### config.mk
export PLATFORM = sky130hd
export DESIGN_NAME = alu_seq_controller
export DESIGN_NICKNAME = d
export VERILOG_FILES = /design/src/rtl/alu_seq_controller.sv
export SDC_FILE = /design/constraint.sdc
export NUM_CORES = 1
export LEC_CHECK = 0
export ABC_CLOCK_PERIOD_IN_PS = 5100
export CAP_MARGIN = 40
export CORE_MARGIN = 2
export CORE_UTILIZATION = 23
export CTS_BUF_LIST = sky130_fd_sc_hd__clkbuf_4 sky130_fd_sc_hd__clkbuf_8
export CTS_CLUSTER_SIZE = 28
export DETAILED_ROUTE_END_ITERATION = 6
export HOLD_SLACK_MARGIN = 0.03
export PLACE_DENSITY_LB_ADDON = 0.15
export SLEW_MARGIN = 20
export SYNTH_ARGS = -nofsm -noshare
export SYNTH_HDL_FRONTEND = slang
export SYNTH_SLANG_ARGS = --single-unit
### constraint.sdc
create_clock -name clk -period 5.1 [get_ports clk]
set_clock_uncertainty 0.1 [all_clocks]
set_input_delay 0.765 -clock clk [delete_from_list [all_inputs] [get_ports clk]]
set_output_delay 0.765 -clock clk [all_outputs]
set_load 0.01 [all_outputs]
### src/rtl/alu_seq_controller.sv
// One-hot sequencer for the multi-cycle ALU: add/sub, Booth multiply and
// non-restoring divide, with its own iteration counter and divide-by-zero trap.
module alu_seq_controller #(
    parameter int WIDTH = 8,
    parameter int CNT_W = 4
) (
    input  logic             clk,
    input  logic             reset,
    input  logic             begin_op,
    input  logic [1:0]       opcode,
    input  logic             divisor_zero,
    input  logic             booth_Q0,
    input  logic             booth_Qm1,
    input  logic             div_R_sign,
    output logic             busy,
    output logic             addsub_en,
    output logic             addsub_sub,
    output logic             booth_load,
    output logic             booth_add_en,
    output logic             booth_sub_en,
    output logic             booth_shift_en,
    output logic             div_load,
    output logic             div_shift_en,
    output logic             div_add_en,
    output logic             div_sub_en,
    output logic             div_final_add,
    output logic [CNT_W-1:0] iter_count,
    output logic             div_by_zero,
    output logic             alu_done
);

    typedef enum logic [9:0] {
        S_IDLE      = 10'b00_0000_0001,
        S_AS_EXEC   = 10'b00_0000_0010,
        S_MUL_LOAD  = 10'b00_0000_0100,
        S_MUL_OP    = 10'b00_0000_1000,
        S_MUL_SHIFT = 10'b00_0001_0000,
        S_DIV_LOAD  = 10'b00_0010_0000,
        S_DIV_SHIFT = 10'b00_0100_0000,
        S_DIV_OP    = 10'b00_1000_0000,
        S_DIV_FINAL = 10'b01_0000_0000,
        S_DONE      = 10'b10_0000_0000
    } state_t;

    localparam logic [CNT_W-1:0] ITER_LOAD = CNT_W'(WIDTH);
    localparam logic [CNT_W-1:0] ITER_ONE  = CNT_W'(1);

    state_t state;
    state_t state_next;
    logic   op_sub;

    // Any encoding outside the ten legal one-hot values falls to default -> IDLE.
    always_comb begin
        state_next = S_IDLE;
        case (state)
            S_IDLE: begin
                if (begin_op) begin
                    case (opcode)
                        2'b00, 2'b01: state_next = S_AS_EXEC;
                        2'b10:        state_next = S_MUL_LOAD;
                        default:      state_next = divisor_zero ? S_DONE : S_DIV_LOAD;
                    endcase
                end else begin
                    state_next = S_IDLE;
                end
            end
            S_AS_EXEC:   state_next = S_DONE;
            S_MUL_LOAD:  state_next = S_MUL_OP;
            S_MUL_OP:    state_next = S_MUL_SHIFT;
            S_MUL_SHIFT: state_next = (iter_count == ITER_ONE) ? S_DONE : S_MUL_OP;
            S_DIV_LOAD:  state_next = S_DIV_SHIFT;
            S_DIV_SHIFT: state_next = S_DIV_OP;
            S_DIV_OP:    state_next = (iter_count == '0) ? S_DIV_FINAL : S_DIV_SHIFT;
            S_DIV_FINAL: state_next = S_DONE;
            S_DONE:      state_next = S_IDLE;
            default:     state_next = S_IDLE;
        endcase
    end

    always_ff @(posedge clk) begin
        if (reset) begin
            state       <= S_IDLE;
            iter_count  <= '0;
            div_by_zero <= 1'b0;
            op_sub      <= 1'b0;
            busy        <= 1'b0;
            alu_done    <= 1'b0;
        end else begin
            state    <= state_next;
            busy     <= (state_next != S_IDLE);
            alu_done <= (state_next == S_DONE);
            case (state)
                S_IDLE: begin
                    if (begin_op) begin
                        div_by_zero <= (opcode == 2'b11) && divisor_zero;
                        op_sub      <= opcode[0];
                    end
                end
                S_MUL_LOAD, S_DIV_LOAD: iter_count <= ITER_LOAD;
                S_MUL_SHIFT, S_DIV_SHIFT: begin
                    if (iter_count != '0) begin
                        iter_count <= iter_count - ITER_ONE;
                    end
                end
                default: ;
            endcase
        end
    end

    // Strobes are a pure decode of the state plus the datapath sense bits.
    always_comb begin
        addsub_en      = 1'b0;
        addsub_sub     = 1'b0;
        booth_load     = 1'b0;
        booth_add_en   = 1'b0;
        booth_sub_en   = 1'b0;
        booth_shift_en = 1'b0;
        div_load       = 1'b0;
        div_shift_en   = 1'b0;
        div_add_en     = 1'b0;
        div_sub_en     = 1'b0;
        div_final_add  = 1'b0;
        case (state)
            S_AS_EXEC: begin
                addsub_en  = 1'b1;
                addsub_sub = op_sub;
            end
            S_MUL_LOAD:  booth_load = 1'b1;
            S_MUL_OP: begin
                booth_add_en = ~booth_Q0 & booth_Qm1;
                booth_sub_en = booth_Q0 & ~booth_Qm1;
            end
            S_MUL_SHIFT: booth_shift_en = 1'b1;
            S_DIV_LOAD:  div_load = 1'b1;
            S_DIV_SHIFT: div_shift_en = 1'b1;
            S_DIV_OP: begin
                div_add_en = div_R_sign;
                div_sub_en = ~div_R_sign;
            end
            S_DIV_FINAL: div_final_add = div_R_sign;
            default: ;
        endcase
    end

endmodule

==> reports/summary.md, run 1 <==
The data arrival at the endpoint of the critical path is 2.25 ns. The run gives 23.9% as the starting density of the core. The die is 71.5 um wide. Depth of the worst register-to-register path: 6. The tools report the startpoint type of the worst setup path as a flip-flop. The largest individual stage delay along the critical path comes from the cell sky130_fd_sc_hd__clkdlybuf4s50_1. The cell-internal power is 0.000237 W, and the post-CTS setup-driven buffer insertion count is 0. The mean number of vias per cell works out to 5.01.

The total standard cell area after synthesis is 0.00105 mm2, and the buffer levels on the longest clock path is 2. The number of hold violations in the final report was 0. Across the run, the number of max-cap violations was 0. The data required time at the worst endpoint was 4.24 ns.

The utilization after layout is 31.9%. The tools report the final weighted congestion of routability-driven global placement as 0.810. The total power density per cell area came out at 223 mW/mm2. The tools report the total global-route track usage as 11.0%. Across all hold checks on the routed design, the worst slack comes to 0.360 ns.

The synthesis-to-layout area growth is 33.5%. The tools report the number of global-route vias before repair as 935. Clock tree synthesis selected as its root buffer the cell sky130_fd_sc_hd__clkbuf_8.

The time the final worst path needs with I/O delays and setup was 3.11 ns; the count of antenna diodes in the layout was 0. Of the total power, the share spent switching nets is 24.1%. The power spent charging and discharging nets was 0.0000753 W; the count of unique library cells instantiated by Yosys was 41. After clock tree synthesis, the flow added hold-fix buffers numbering 0.

The floorplan step set the die height to 71.5 um. For this run, the leading register cell type out of synthesis is sky130_fd_sc_hd__dfxtp_1. HPWL after detailed placement: 1950 um. The number of buffers inserted during clock tree synthesis came out at 3. Clock tree synthesis found a total of 18 sinks.

The part of the power in combinational logic was 14.1%; the layout cell share with drive strength beyond 1 was 11.2%. Setup violations remaining at the end of the flow were counted as 0. The library cell used most frequently in the layout, excluding fill and tap cells, is sky130_fd_sc_hd__clkdlybuf4s50_1. The clock network is responsible for 37.4% of the overall power.

Wires add up to 2620 um. For the pin with the worst max-slew slack, the measured transition is 0.619 ns. The worst-case IR drop observed on VDD is 160 uV.

Once the clock tree was built, the resizer swapped 0 gates to a different size. Once layout is done, the placed cells without fillers occupy 0.00140 mm2. Number of flops mapped to enable cells by yosys: 0.

The run gives 2.14 ns as the worst slack after detailed placement. Sequential elements use 34.4% of the synthesized area. The count of port buffers added during placement was 26; the post-route antenna net violation count was 0. The first global-routing pass estimated 4420 um of wire.

Setup slack closes at 1.99 ns. After detailed routing, the number of remaining DRC violations is 0. Synthesis produced 118 cells. The async set-or-reset flop fraction in the synthesized netlist is 0%.

Capturing point of the worst reg2reg path: iter_count[3]. The worst reg-to-reg setup slack is 3.21 ns. For this run, the top clock speed supported by timing is 321 MHz.

End point of the worst hold path: div_by_zero. The worst hold path was traced through 2 stages. The run finished with clean final reports.

Of the total power, registers draw 48.4%. After floorplanning, the core was divided into 24 placement rows. TritonCTS built the clock tree.

Count of state elements after synthesis: 18. On the worst path, the slowest cell contributes a delay of 0.54 ns. The run gives 58.6% as the relative max-transition margin. In this run the static leakage power is 0.495 nW. The remaining global-route overflow was 0.

The top-level port count is 27, and the per-instance average area after synthesis is 8.89 um2. The tools report the final max-slew violation count as 0. The family with the most delay on the worst path was simple AND/OR/NAND/NOR gates. The startpoint identified for the worst hold timing path is div_by_zero. The wire length per cell after detailed routing is 13.4 um, and the net count of the finished layout is 156.

The total vias in the final route is 977, and the DRC violation total after the first TritonRoute iteration is 49. The library cells used most frequently in the layout, excluding fill and tap cells, are 26 x sky130_fd_sc_hd__clkdlybuf4s50_1, 18 x sky130_fd_sc_hd__dfxtp_1, 9 x sky130_fd_sc_hd__nor2_1. The floorplan step defined a core boundary enclosing 0.00438 mm2. The first detailed-routing pass ran for 4 iterations. The later pin in the worst-skew pair is clocked with a latency of 0.25 ns. The signal on the critical path passes through nor4_4 > nand4_1 > inv_1 > clkdlybuf4s50_1. Summed over all failing endpoints, the final setup total negative slack is 0 ns. In this run the worst hold path is classified as reg -> reg. Number of buffers and inverters on the critical path: 2. The type of element capturing the critical path was an output port.

The largest fanout of any net on the critical path is 8. The start-to-end type of the worst setup path is reg -> out. Entering global routing, the biggest net connects 16 pins. After layout, the worst path uses 61.1% of the clock period. Die outline area: 0.00512 mm2.

Number of warnings printed during yosys synthesis: 0. The number of antenna violations at the first check in global routing came out at 0. After clock tree synthesis, the clock-pin slew on the worst setup and hold paths is 0.07 ns. The run gives 0.00135 mm2 as the post-place instance area. In this run the critical register-to-register path is launched from iter_count[0]. The number of nets in the synthesized netlist is 130. Setup repair after global routing left no endpoint under its margin.

For the H-tree depth, the log shows 1.
[worst min-delay path, stage by stage (launching register included)]
cell and delay (ns):
sky130_fd_sc_hd__dfxtp_1 0.31, sky130_fd_sc_hd__nand2_1 0.05, sky130_fd_sc_hd__a21oi_1 0.05
[synthesized netlist by cell type (3+ instances only)]
cell type | number | area [um2]
sky130_fd_sc_hd__dfxtp_1 | 18 | 360
sky130_fd_sc_hd__nor2_1 | 9 | 33.8
sky130_fd_sc_hd__a21oi_1 | 8 | 40.0
sky130_fd_sc_hd__inv_1 | 7 | 26.3
sky130_fd_sc_hd__nand4_1 | 6 | 37.5
sky130_fd_sc_hd__nor3b_1 | 6 | 45.0
sky130_fd_sc_hd__nand2_1 | 5 | 18.8
sky130_fd_sc_hd__nand2b_1 | 5 | 31.3
sky130_fd_sc_hd__nor3_1 | 4 | 20.0
sky130_fd_sc_hd__or3_1 | 4 | 25.0
sky130_fd_sc_hd__ha_1 | 3 | 37.5
sky130_fd_sc_hd__nand3_1 | 3 | 15.0
[worst max-delay path by stage]
stage / cells past startpoint / endpoint / from / slack [ns]
2_1_floorplan: 4 / addsub_sub / state[0] / 2.82
3_3_place_gp: 4 / div_final_add / div_R_sign / 2.20
3_5_place_dp: 4 / div_final_add / div_R_sign / 2.14
4_1_cts: 4 / booth_load / state[4] / 1.95
5_1_grt: 4 / booth_load / state[4] / 1.81
6_report: 4 / booth_load / state[4] / 1.99
[sequential cells by signal, summed over array words and instances (netlist names)]
signal / flops
iter_count: 4
state: 10
alu_done: 1
op_sub: 1
busy: 1
div_by_zero: 1
[layout make-up]
cell class	count	area (um2)
clock buffers	4	55.1
fillers	467	2980
flip-flops and latches	18	360
inverters	7	26.3
well taps	52	65.1
repair buffers	26	260
multi-input cells	88	633
[power by group through the flow]
stage               logic [W]  registers (W)  clock network (W)
floorplan           0.0000279       0.000153                  0
global placement    0.0000443       0.000154                  0
detailed placement  0.0000445       0.000154                  0
CTS                 0.0000447       0.000151           0.000123
global route        0.0000490       0.000152           0.000128
finish              0.0000442       0.000151           0.000117
[through the flow]
step / instances / power, W
2_1_floorplan: 118 / 0.000181
3_3_place_gp: 191 / 0.000199
3_5_place_dp: 191 / 0.000199
4_1_cts: 195 / 0.000319
5_1_grt: 195 / 0.000329
6_report: 195 / 0.000313
[cells by family (layout without fill, tap and decap cells)]
logic type      after synthesis  in the layout  synth area share [%]
xor+xnor                      3              3                  2.51
compound gates               18             18                  11.5
simple gates                 63             63                  41.9
buf+inv                      12             37                  5.25
mux                           1              1                 0.955
fa+ha+maj                     3              3                  3.58
flops                        18             18                  34.4
[layer usage]
| layer | vias to the layer above | wire length [um] | share of wire (%) | GRT usage (%) |
|---|---|---|---|---|
| met2 | 20 | 1230 | 47 | 18.4 |
| li1 | 484 | - | - | - |
| met1 | 471 | 1260 | 48 | 13.2 |
| met5 | - | 0 | 0 | 0 |
| met4 | 0 | 20 | 0.76 | 3.56 |
| met3 | 2 | 116 | 4.4 | 3.66 |
Power figures use the tool's default switching activity.
==> inputs of run 2 (changes only) <==
Settings changed: ABC_CLOCK_PERIOD_IN_PS 5100 to 2540.
Clock period 5.1 ns to 2.54 ns, I/O delays scaled along.
==> run 2 against run 1 <==
  * Final area is 10% higher
  * Wire length rose by 10%
  * Via count up 2.8%
  * Largest power group unchanged
  * Highest routed layer unchanged
==> reports/summary.md, run 2 (synthesis gave the netlist of run 1 again) <==
The chip width was 71.5 um (unchanged). The start-to-end type of the worst setup path was reg -> out. The number of global-route vias before repair was 993 (+6.2%); the DRC violation total after the first TritonRoute iteration was 52 (+6.1%).

In the final layout, the registers with the most flip-flops are state x10, iter_count x4. The run gives 2 (unchanged) as the buffer levels on the longest clock path. The later-pin clock latency in the skew report came out at 0.25 ns (about the same).

The fraction of power spent switching nets works out to 25.4% (+1.3 points). For the number of search-and-repair iterations in the first detailed-routing pass, the log shows 4 (unchanged). The part of the power in combinational logic was 17.9% (+3.8 points). The mean number of vias per cell was 4.80 (-4.1%).

The logs give 0.00512 mm2 (unchanged) for the die outline area and 3 (unchanged) for the number of buffers inserted during clock tree synthesis. For the number of failing setup endpoints in the final timing report, the log shows 0 (unchanged). For the maximum number of pins on one net before global-route repair, the log shows 13 (-3).

Cell type of the slowest stage on the worst timing path: sky130_fd_sc_hd__clkdlybuf4s50_1. The run gives 414 MHz as the highest clock rate. The run finished with clean final reports. The type of element capturing the critical path was an output port. The root buffer cell chosen for the clock tree is sky130_fd_sc_hd__clkbuf_8. The post-route antenna net violation count was 0 (unchanged).

The signal on the critical path passes through nor4_4 > nand4_1 > nor3b_1 > clkdlybuf4s50_1. The logs give 1.93 ns (-0.32 ns) for the data arrival at the endpoint of the critical path and 27 (unchanged) for the top-level port count. The total power density per cell area was 427 mW/mm2 (+91%). The number of hold violations in the final report was 0 (unchanged); the number of maximum-capacitance constraint violations was 0 (unchanged). Met1 routing resource usage after global routing: 16.5% (+3.2 points). For the final max-slew violation count, the log shows 0 (unchanged).

The part of the power in the clock network is 36.9% (-0.5 points), and the register clock-pin slew on the reported worst setup and hold paths is 0.08 ns (about the same). Core footprint: 0.00438 mm2 (unchanged). The leakage power total was 0.645 nW (+30%); the global routing usage on met2 was 19.0% (+0.62 points). The residual DRC count is 0 (unchanged), and the maximum ir drop on the vdd rail is 210 uV (+32%).

The longest individual stage delay on the worst path is 0.57 ns (+0.03 ns). The number of flip-flops in the largest register is 10 (unchanged), and the H-tree depth is 1 (unchanged). The global-route wire length before repair is 4860 um (+10%). The number of antenna violations at the first check in global routing was 0 (unchanged); the standard-cell row count was 24 (unchanged).

The logs give 2.06 ns (-2.18 ns) for the data required time at the worst endpoint and 18 (unchanged) for the total clock sinks. The library cell used most frequently in the layout, excluding fill and tap cells, is sky130_fd_sc_hd__clkdlybuf4s50_1. The run gives 2.53% (-1.1 points) as the met3 routing resource usage after global routing.

The top cell types in the final layout, fill and taps aside, are 20 x sky130_fd_sc_hd__clkdlybuf4s50_1, 16 x sky130_fd_sc_hd__dfxtp_1, 14 x sky130_fd_sc_hd__buf_4. Wire length after detailed routing: 2880 um (+10%). Layer carrying the most global-route usage: met2. The total vias in the final route came out at 1004 (+2.8%). The synthesis-to-layout area growth was 47.5%; the transition at the pin with the smallest max-transition slack was 0.373 ns (-0.245 ns).

The wire length per cell after detailed routing came out at 13.8 um (+2.6%). Ranked by flip-flop count, first place goes to state. The fraction of the cycle the final worst path needs was 95.0%; the utilization after layout was 35.3% (+3.3 points).

The run gives 0.000492 W (+110%) as the cell-internal power. The tools report the starting density of the core as 23.9% (unchanged). The chip height is 71.5 um (unchanged). Startpoint type of the worst setup path: a flip-flop. The time the final worst path needs with I/O delays and setup came out at 2.41 ns. The total global-route track usage was 12.1% (+1.2 points). The layout cell share with drive strength beyond 1 is 22.9% (+12 points), and the final weighted congestion of routability-driven global placement is 0.811 (+0.11%).

The tools report the power spent charging and discharging nets as 0.000167 W (+120%). The run gives 2180 um (+12%) as the HPWL after detailed placement. The tools report the relative max-transition margin as 75.1% (+16 points). The count of antenna diodes in the layout is 0 (unchanged), and the final worst hold slack is 0.362 ns (+0.00195 ns). The largest fanout of any net on the critical path works out to 8 (unchanged). The worst hold path belongs to the class reg -> reg. The count of port buffers added during placement came out at 26 (unchanged). For the share of power burned in registers, the log shows 45.2% (-3.2 points). The remaining global-route overflow is 0 (unchanged), and the net count of the finished layout is 170 (+9.0%).

TritonCTS built the clock tree.
run 2: path summary, 6_finish.rpt:
kind / start / end / slack [ns] / depth (start not counted)
max: state[6] / booth_add_en / 0.13 / 4
min: div_by_zero / div_by_zero / 0.36 / 2
max reg2reg: state[0] / iter_count[3] / 0.37 / 8
min reg2reg: div_by_zero / div_by_zero / 0.36 / 2
run 2: critical path, delay by kind of cell, from the launching register on:
family	cells	cell delay, ns
AND/OR/NAND/NOR	3	0.72
flip-flops	1	0.39
buffers and inverters	1	0.57
run 2: power by group through the flow:
stage	clock network [W]	registers, W	logic (W)
5_1_grt	0.000270	0.000299	0.000128
2_1_floorplan	0	0.000308	0.0000561
3_3_place_gp	0	0.000304	0.000103
6_report	0.000243	0.000298	0.000118
4_1_cts	0.000249	0.000297	0.000109
3_5_place_dp	0	0.000304	0.000105
run 2: cell type report:
| class | count | area [um2] |
|---|---|---|
| fill | 448 | 2840 |
| multi-input combinational | 88 | 668 |
| timing repair buffer | 40 | 369 |
| inverter | 7 | 26.3 |
| clock buffer | 4 | 55.1 |
| tap | 52 | 65.1 |
| sequential | 18 | 363 |
run 2: stage by stage:
stage | total power (W) | worst slack (ns) | std cells | TNS, ns | cell area [um2]
4_1_cts | 0.000656 | 0.0362 | 206 | 0 | 1500
3_5_place_dp | 0.000409 | 0.200 | 200 | 0 | 1410
2_1_floorplan | 0.000364 | 0.639 | 118 | 0 | 1050
6_report | 0.000660 | 0.127 | 209 | 0 | 1550
3_3_place_gp | 0.000407 | 0.240 | 200 | 0 | 1410
5_1_grt | 0.000698 | -0.0154 | 209 | -0.0154 | 1550
run 2: what timing repair did:
item                       CTS  global route
setup endpoints to repair    6             6
pin swaps                    2             3
hold buffers                 0             0
setup buffers                2             3
gates resized for setup      6             8
cloned                       0             0
run 2: layer usage:
layer,share of wire [%],vias to the layer above
li1,-,509
met5,0,-
met4,0.66,0
met2,46,26
met1,49,467
met3,3.7,2
